[config.mk]
export PLATFORM = sky130hd
export DESIGN_NAME = store_merge_unit
export DESIGN_NICKNAME = d
export VERILOG_FILES = /design/src/rtl/store_merge_unit.sv
export SDC_FILE = /design/constraint.sdc
export NUM_CORES = 1
export LEC_CHECK = 0
export ABC_AREA = 1
export CORE_ASPECT_RATIO = 1.4
export CORE_MARGIN = 1.5
export CORE_UTILIZATION = 40
export DETAILED_ROUTE_END_ITERATION = 12
export GPL_TIMING_DRIVEN = 0
export PLACE_DENSITY = 0.73
export SYNTH_ARGS = -nofsm -noshare
export SYNTH_HDL_FRONTEND = slang
export SYNTH_SLANG_ARGS = --single-unit
[constraint.sdc]
create_clock -name clk -period 10.6 [get_ports clk]
set_clock_uncertainty 0.05 [all_clocks]
set_input_delay 2.12 -clock clk [delete_from_list [all_inputs] [get_ports clk]]
set_output_delay 2.12 -clock clk [all_outputs]
set_load 0.005 [all_outputs]
[src/rtl/store_merge_unit.sv]
// Sub-word store unit: turns SW/SH/SB requests into word-wide memory writes.
// SW writes straight through; SH/SB perform a read-modify-write of the
// enclosing word. Misaligned or reserved requests raise addr_err instead.
// Every output is decoded from the state register and latched registers only.
module store_merge_unit #(
  parameter int ADDR_W = 32
) (
  input  logic              clk,
  input  logic              rst,
  input  logic              req,
  input  logic [1:0]        op,
  input  logic [ADDR_W-1:0] addr,
  input  logic [31:0]       wdata,
  output logic              ready,
  output logic [ADDR_W-1:0] mem_addr,
  output logic              mem_rd,
  input  logic [31:0]       mem_rdata,
  output logic              mem_wr,
  output logic [31:0]       mem_wdata,
  output logic              done,
  output logic              addr_err
);
  localparam int NUM_LANES = 4;
  localparam int VEC_W     = 8;

  localparam logic [1:0] OP_SW = 2'b00;
  localparam logic [1:0] OP_SH = 2'b01;
  localparam logic [1:0] OP_SB = 2'b10;
  localparam logic [1:0] OP_RS = 2'b11;

  typedef enum logic [2:0] {IDLE, READ, MERGE, WRITE, ERR} state_t;

  typedef struct packed {
    logic [1:0]        op;
    logic [ADDR_W-1:0] addr;
    logic [31:0]       wdata;
  } req_t;

  state_t state, state_nxt;
  req_t   req_q;
  logic [31:0] word_q;   // write data: raw wdata for SW, merged word for SH/SB
  logic        accept;
  logic        bad;

  logic [NUM_LANES-1:0]            lane_en;
  logic [NUM_LANES-1:0][VEC_W-1:0] lane_src;
  logic [NUM_LANES-1:0][VEC_W-1:0] rd_lanes;
  logic [NUM_LANES-1:0][VEC_W-1:0] merged;

  assign accept = (state == IDLE) && req;

  // Classify the incoming request: reserved op or misalignment for its size.
  always_comb begin
    bad = 1'b0;
    case (op)
      OP_SW:   bad = (addr[1:0] != 2'b00);
      OP_SH:   bad = addr[0];
      OP_RS:   bad = 1'b1;
      default: bad = 1'b0;
    endcase
  end

  // Next-state decode; SW skips the read, sub-word stores go through READ/MERGE.
  always_comb begin
    state_nxt = state;
    case (state)
      IDLE: begin
        if (req) begin
          if (bad)             state_nxt = ERR;
          else if (op == OP_SW) state_nxt = WRITE;
          else                 state_nxt = READ;
        end
      end
      READ:    state_nxt = MERGE;
      MERGE:   state_nxt = WRITE;
      WRITE:   state_nxt = IDLE;
      ERR:     state_nxt = IDLE;
      default: state_nxt = IDLE;
    endcase
  end

  // Byte-lane enables and replicated source data from the latched request.
  always_comb begin
    lane_en  = '1;
    lane_src = req_q.wdata;
    case (req_q.op)
      OP_SB: begin
        lane_en  = 4'b0001 << req_q.addr[1:0];
        lane_src = {4{req_q.wdata[7:0]}};
      end
      OP_SH: begin
        lane_en  = req_q.addr[1] ? 4'b1100 : 4'b0011;
        lane_src = {2{req_q.wdata[15:0]}};
      end
      default: begin
        lane_en  = '1;
        lane_src = req_q.wdata;
      end
    endcase
  end

  assign rd_lanes = mem_rdata;

  genvar gi;
  generate
    for (gi = 0; gi < NUM_LANES; gi++) begin : g_lane
      assign merged[gi] = lane_en[gi] ? lane_src[gi] : rd_lanes[gi];
    end
  endgenerate

  // State register; reset abandons any in-flight store.
  always_ff @(posedge clk or posedge rst) begin
    if (rst) state <= IDLE;
    else     state <= state_nxt;
  end

  // Request latch on acceptance; write word loaded at accept (SW) or MERGE.
  always_ff @(posedge clk or posedge rst) begin
    if (rst) begin
      req_q  <= '0;
      word_q <= '0;
    end else if (accept) begin
      req_q  <= '{op: op, addr: addr, wdata: wdata};
      word_q <= wdata;
    end else if (state == MERGE) begin
      word_q <= merged;
    end
  end

  assign ready     = (state == IDLE);
  assign mem_rd    = (state == READ);
  assign mem_wr    = (state == WRITE);
  assign done      = (state == WRITE);
  assign addr_err  = (state == ERR);
  assign mem_addr  = {req_q.addr[ADDR_W-1:2], 2'b00};
  assign mem_wdata = word_q;

endmodule

# Word level (Yosys, flattened, before mapping)
# Cells that the tools add are included.
# op_classes
n_eq_ne	9
shift	1
muxes	14
reduce_logical	5
# ops
op	n
32-bit two-way mux	2
32-bit case mux with 2 select lines	1
8-bit two-way mux	4
3-bit case mux with 3 select lines	1
4-bit case mux with 2 select lines	1
3-bit by 2-bit == test with 1-bit output, second input constant	2
3-bit two-way mux	2
2-bit by 1-bit == test with 1-bit output, second input constant	2
2-bit == test, second input constant	2
4-bit two-way mux	1
2-bit nonzero test	2
1-bit by 2-bit << shifter with 4-bit output, first input constant	1
3-bit by 1-bit == test with 1-bit output, second input constant	1
3-bit == test, second input constant	1
3-bit logical NOT	1
1-bit case mux with 3 select lines	1
2-bit logical NOT	1
2-bit two-way mux	1
2-bit != test, second input constant	1
1-bit logical AND	1
# totals
register_bits	101
output_inout_bits	69

# Depth between registers and ports, before layout
# logic_depth
ltp_word	5
mapped_depth	11
mapped_depth_nobuf	10

# Worst setup path after synthesis
# OpenSTA, ideal clock, no wires.
# synth_path
path_kind	input port to flip-flop
from	input port req
to	register word_q[0], in the netlist mem_wdata[0]
arrival_time_ps	2904
setup_slack_ps	7519
path_stages	5
cell_sequence	o21ai_0 -> inv_2 -> clkbuf_1 -> or2_2 -> a21boi_0
# synth_between
elab_chain_cells	2
elab_cells_between_ends	3
# synth_rtl
element	line_no	source
from (decl)	10	input logic req,
1-bit logical AND (*)	50	assign accept = (state == IDLE) && req;
32-bit two-way mux / 2-bit nonzero test (equally long branches)	--	
to (signal assigned)	124	word_q <= wdata;
to (signal assigned)	126	word_q <= merged;
to (decl)	41	logic [31:0] word_q;
# Mark *: on every way between the ends. The rest lies on a longest branch, timed or not.
# A chain may end at the register's enable or synchronous reset.

# Worst setup path in the final report
# layout_path
from	register state[2]
to	output port mem_wr
# layout_between
elab_chain_cells	1
# layout_rtl
element	line_no	source
from (decl)	39	state_t state, state_nxt;
from (signal assigned)	114	else state <= state_nxt;
3-bit by 2-bit == test with 1-bit output	132	assign mem_wr = (state == WRITE);
to (decl)	18	output logic mem_wr,
# Every way passes these cells.

==> impl_metrics.prom <==
# TYPE chip_impl_metric gauge
chip_impl_metric{name="timing.final.crit_share",unit=""} 0.360
chip_impl_metric{name="max_stage_delay",unit="ns"} 0.48
chip_impl_metric{name="drc_errors",unit=""} 0
chip_impl_metric{name="final-hold-violation-count",unit=""} 0
chip_impl_info{name="worst_r2r_startpoint",value="req_q[64]$_DFFE_PP0P_"} 1
chip_impl_metric{name="path_max_fanout",unit=""} 3
chip_impl_metric{name="design.die.area",unit="um^2"} 14300
chip_impl_metric{name="cts.reportedPaths.clkPinSlew",unit="ns"} 0.07
chip_impl_metric{name="cp_required",unit="ns"} 8.43
chip_impl_metric{name="route.final.wire_length",unit="um"} 15700
chip_impl_metric{name="synth.cell_area",unit="um^2"} 5450
chip_impl_metric{name="cp_data_arrival_time",unit="ns"} 1.65
chip_impl_metric{name="fmaxAchievable",unit="GHz"} 0.262
chip_impl_metric{name="ir_drop",unit="V"} 0.000150
chip_impl_metric{name="fin_util",unit=""} 0.577
chip_impl_metric{name="ys_ff_latch",unit=""} 101
chip_impl_metric{name="max_cap_violations",unit=""} 0
chip_impl_metric{name="final-setup-viol-count",unit=""} 0
chip_impl_metric{name="avgSynthCellArea",unit="um^2"} 7.50
chip_impl_metric{name="antenna_violations_before_repair",unit=""} 0
chip_impl_metric{name="slew_headroom",unit=""} 0.640
chip_impl_metric{name="number_of_top_level_pins",unit=""} 170
chip_impl_metric{name="die_h",unit="um"} 141
chip_impl_info{name="cp-start-kind",value="flop"} 1
chip_impl_metric{name="dp_worst_setup_slack",unit="ns"} 6.80
chip_impl_metric{name="power_density",unit="nW/um^2"} 313
chip_impl_metric{name="routed-wl-met3",unit="um"} 1100
chip_impl_metric{name="synth-warning-count",unit=""} 0
chip_impl_metric{name="cts_setup_buffers",unit=""} 0
chip_impl_metric{name="clk_latency",unit="ns"} 0.35
chip_impl_info{name="crit-reg2reg-capture",value="mem_wdata[20]$_DFFE_PP0P_"} 1
chip_impl_info{name="cts_root_buffer",value="sky130_fd_sc_hd__clkbuf_16"} 1
chip_impl_metric{name="cts_resized",unit=""} 0
chip_impl_metric{name="groute.usage.overall",unit=""} 0.220
chip_impl_info{name="highest-signal-layer",value="met4"} 1
chip_impl_metric{name="regToRegSetupSlack",unit="ns"} 8.50
chip_impl_metric{name="num_antenna_cells",unit=""} 0
chip_impl_metric{name="global_route_wire_length_before_repair",unit="um"} 24100
chip_impl_metric{name="cell_count_after_synthesis",unit=""} 727
chip_impl_metric{name="hpwl",unit="um"} 11900
chip_impl_info{name="status",value="complete, no violations"} 1
chip_impl_metric{name="initialDrtViolationCount",unit=""} 345
chip_impl_metric{name="post_drt_via_cell_ratio",unit=""} 4.69
chip_impl_metric{name="numCtsBuffers",unit=""} 9
chip_impl_metric{name="post-route-min-period",unit="ns"} 3.82
chip_impl_metric{name="total_leakage_power",unit="nW"} 3.94
chip_impl_metric{name="routabilityCongestion",unit=""} 0.982
chip_impl_metric{name="first_pass_iters",unit=""} 5
chip_impl_metric{name="met2WireLength",unit="um"} 8060
chip_impl_metric{name="grt_start_max_net_pins",unit=""} 64
chip_impl_info{name="worst_path_cell_trace",value="inv_1 > nand2_1 > nor2_1 > buf_4 > clkdlybuf4s50_1"} 1
chip_impl_metric{name="die_x",unit="um"} 102
chip_impl_metric{name="post_route_cells_drive_above_1_share",unit=""} 0.119
chip_impl_metric{name="cts.htree.levels",unit=""} 3
chip_impl_metric{name="postLayoutSetupSlackWorst",unit="ns"} 6.78
chip_impl_metric{name="worst-r2r-cell-count",unit=""} 8
chip_impl_metric{name="drt-wirelength-per-cell",unit="um"} 14.3
chip_impl_info{name="mostFrequentLayoutCells",value="sky130_fd_sc_hd__nand2_1 (317), sky130_fd_sc_hd__clkdlybuf4s50_1 (167), sky130_fd_sc_hd__dfrtp_1 (101), sky130_fd_sc_hd__inv_1 (58), sky130_fd_sc_hd__nand3_1 (53)"} 1
chip_impl_metric{name="slew_viol_final",unit=""} 0
chip_impl_info{name="final_common_cell",value="sky130_fd_sc_hd__nand2_1"} 1
chip_impl_metric{name="clk_path_buf_depth",unit=""} 2
chip_impl_info{name="worstSetupPathType",value="reg2out"} 1
chip_impl_metric{name="timing_worst_slew_pin_value",unit="ns"} 0.539
chip_impl_info{name="worst_path_max_delay_cell",value="sky130_fd_sc_hd__clkdlybuf4s50_1"} 1
chip_impl_metric{name="timing.hold.worst_path_depth",unit=""} 2
chip_impl_info{name="timing.hold.worst.start",value="mem_addr[30]$_DFFE_PP0P_"} 1
chip_impl_metric{name="start_util",unit=""} 0.409
chip_impl_metric{name="tritoncts_num_sinks",unit=""} 101
chip_impl_metric{name="cp.buffers_inverters",unit=""} 3
chip_impl_metric{name="number_of_buffers_inserted_by_hold_repair_at_cts",unit=""} 0
chip_impl_info{name="path_delay_family",value="buffers and inverters"} 1
chip_impl_metric{name="route.antenna.remaining_nets",unit=""} 0
chip_impl_info{name="hold_path_end",value="mem_addr[30]$_DFFE_PP0P_"} 1
chip_impl_metric{name="nets",unit=""} 1010
chip_impl_metric{name="grt_pass1_vias",unit=""} 4853
chip_impl_metric{name="tns",unit="ns"} 0
chip_impl_metric{name="drt-met1-wl",unit="um"} 6040
chip_impl_metric{name="floorplan.core_area",unit="um^2"} 13300
chip_impl_info{name="critical_path.endpoint_type",value="primary output"} 1
chip_impl_metric{name="row_count",unit=""} 50
chip_impl_metric{name="syn2layout_area_growth",unit="%"} 41.0
chip_impl_metric{name="yosys.cell_types.count",unit=""} 23
chip_impl_info{name="rsz0062_at_grt",value="false"} 1
chip_impl_metric{name="port_buffers",unit=""} 167
chip_impl_info{name="tritoncts",value="yes"} 1
chip_impl_metric{name="grt.overflow.total",unit=""} 0
chip_impl_metric{name="seq_area_frac_synth",unit=""} 0.464
chip_impl_info{name="worst_hold_path_type",value="reg2reg"} 1
chip_impl_metric{name="detailroute.via_count",unit=""} 5122
per-layer routing:
metal	track usage	vias to the layer above
li1	-	2572
met1	0.260	2347
met2	0.383	171
met3	0.0466	32
met4	0.0877	0
met5	0	-
flip-flops by register name, summed over array words and instances (netlist names):
signal and count:
mem_addr 30, req_q 36, state 3, mem_wdata 32
per-stage QoR:
step	hold WS (ns)	area (um^2)	instances	total power, W
3_5_place_dp	0.408	7380	1078	0.00207
6_report	0.423	7690	1093	0.00240
2_1_floorplan	0.392	5460	728	0.00152
5_1_grt	0.443	7690	1093	0.00260
3_3_place_gp	0.404	7350	1077	0.00205
4_1_cts	0.425	7690	1093	0.00242
Yosys cell counts, drive strengths merged:
master	number	share of area
nor2	15	0.012
dfrtp	101	0.46
o21ai	16	0.015
nor3	2	0.0018
nand3b	24	0.033
nand3	53	0.049
a21boi	24	0.033
nand2	318	0.22
clkbuf	13	0.0090
inv	62	0.043
or2	33	0.038
buf	52	0.064
a21oi	11	0.014
ha	2	0.0046
conb	1	0.00069
cell families (layout without fill, tap and decap cells):
family,Yosys count,in the layout,synth area share
simple gates,445,445,0.353
buf+inv,127,310,0.116
flops,101,101,0.464
compound gates,51,51,0.0620
fa+ha+maj,2,2,0.00459
other cells,1,2,0.000688
worst min-delay path: cells and delay by family (launching register included):
family	cells	cell delay (ns)
DFF	1	0.34
and+or+nand+nor	2	0.11
where the power goes:
| part | internal, W | leakage (nW) | switching (W) |
|---|---|---|---|
| combinational | 0.000647 | 2.58 | 0.000730 |
| clock | 0.000195 | 0.141 | 0.000147 |
| sequential | 0.000578 | 1.22 | 0.000106 |
cell type report:
class	count	area [um^2]
timing repair buffer	168	1700
multi-input combinational	500	2290
tap	182	228
clock inverter	3	45.0
fill	1277	5640
buffer	65	400
inverter	62	235
clock buffer	12	256
sequential	101	2530
worst max path at each step:
| stage | start | endpoint | slack (ns) | cells past startpoint |
|---|---|---|---|---|
| detailed placement | req | mem_wdata[6]$_DFFE_PP0P_ | 6.80 | 7 |
| finish | state[2]$_DFFE_PP0P_ | mem_wr | 6.78 | 5 |
| global route | state[2]$_DFFE_PP0P_ | mem_wr | 6.67 | 5 |
| CTS | state[2]$_DFFE_PP0P_ | ready | 6.77 | 4 |
| global placement | rst | mem_wdata[15]$_DFFE_PP0P_ | 4.08 | 2 |
| floorplan | rst | mem_addr[10]$_DFFE_PP0P_ | 5.78 | 1 |
No activity file was read; power rests on OpenSTA's default activity.
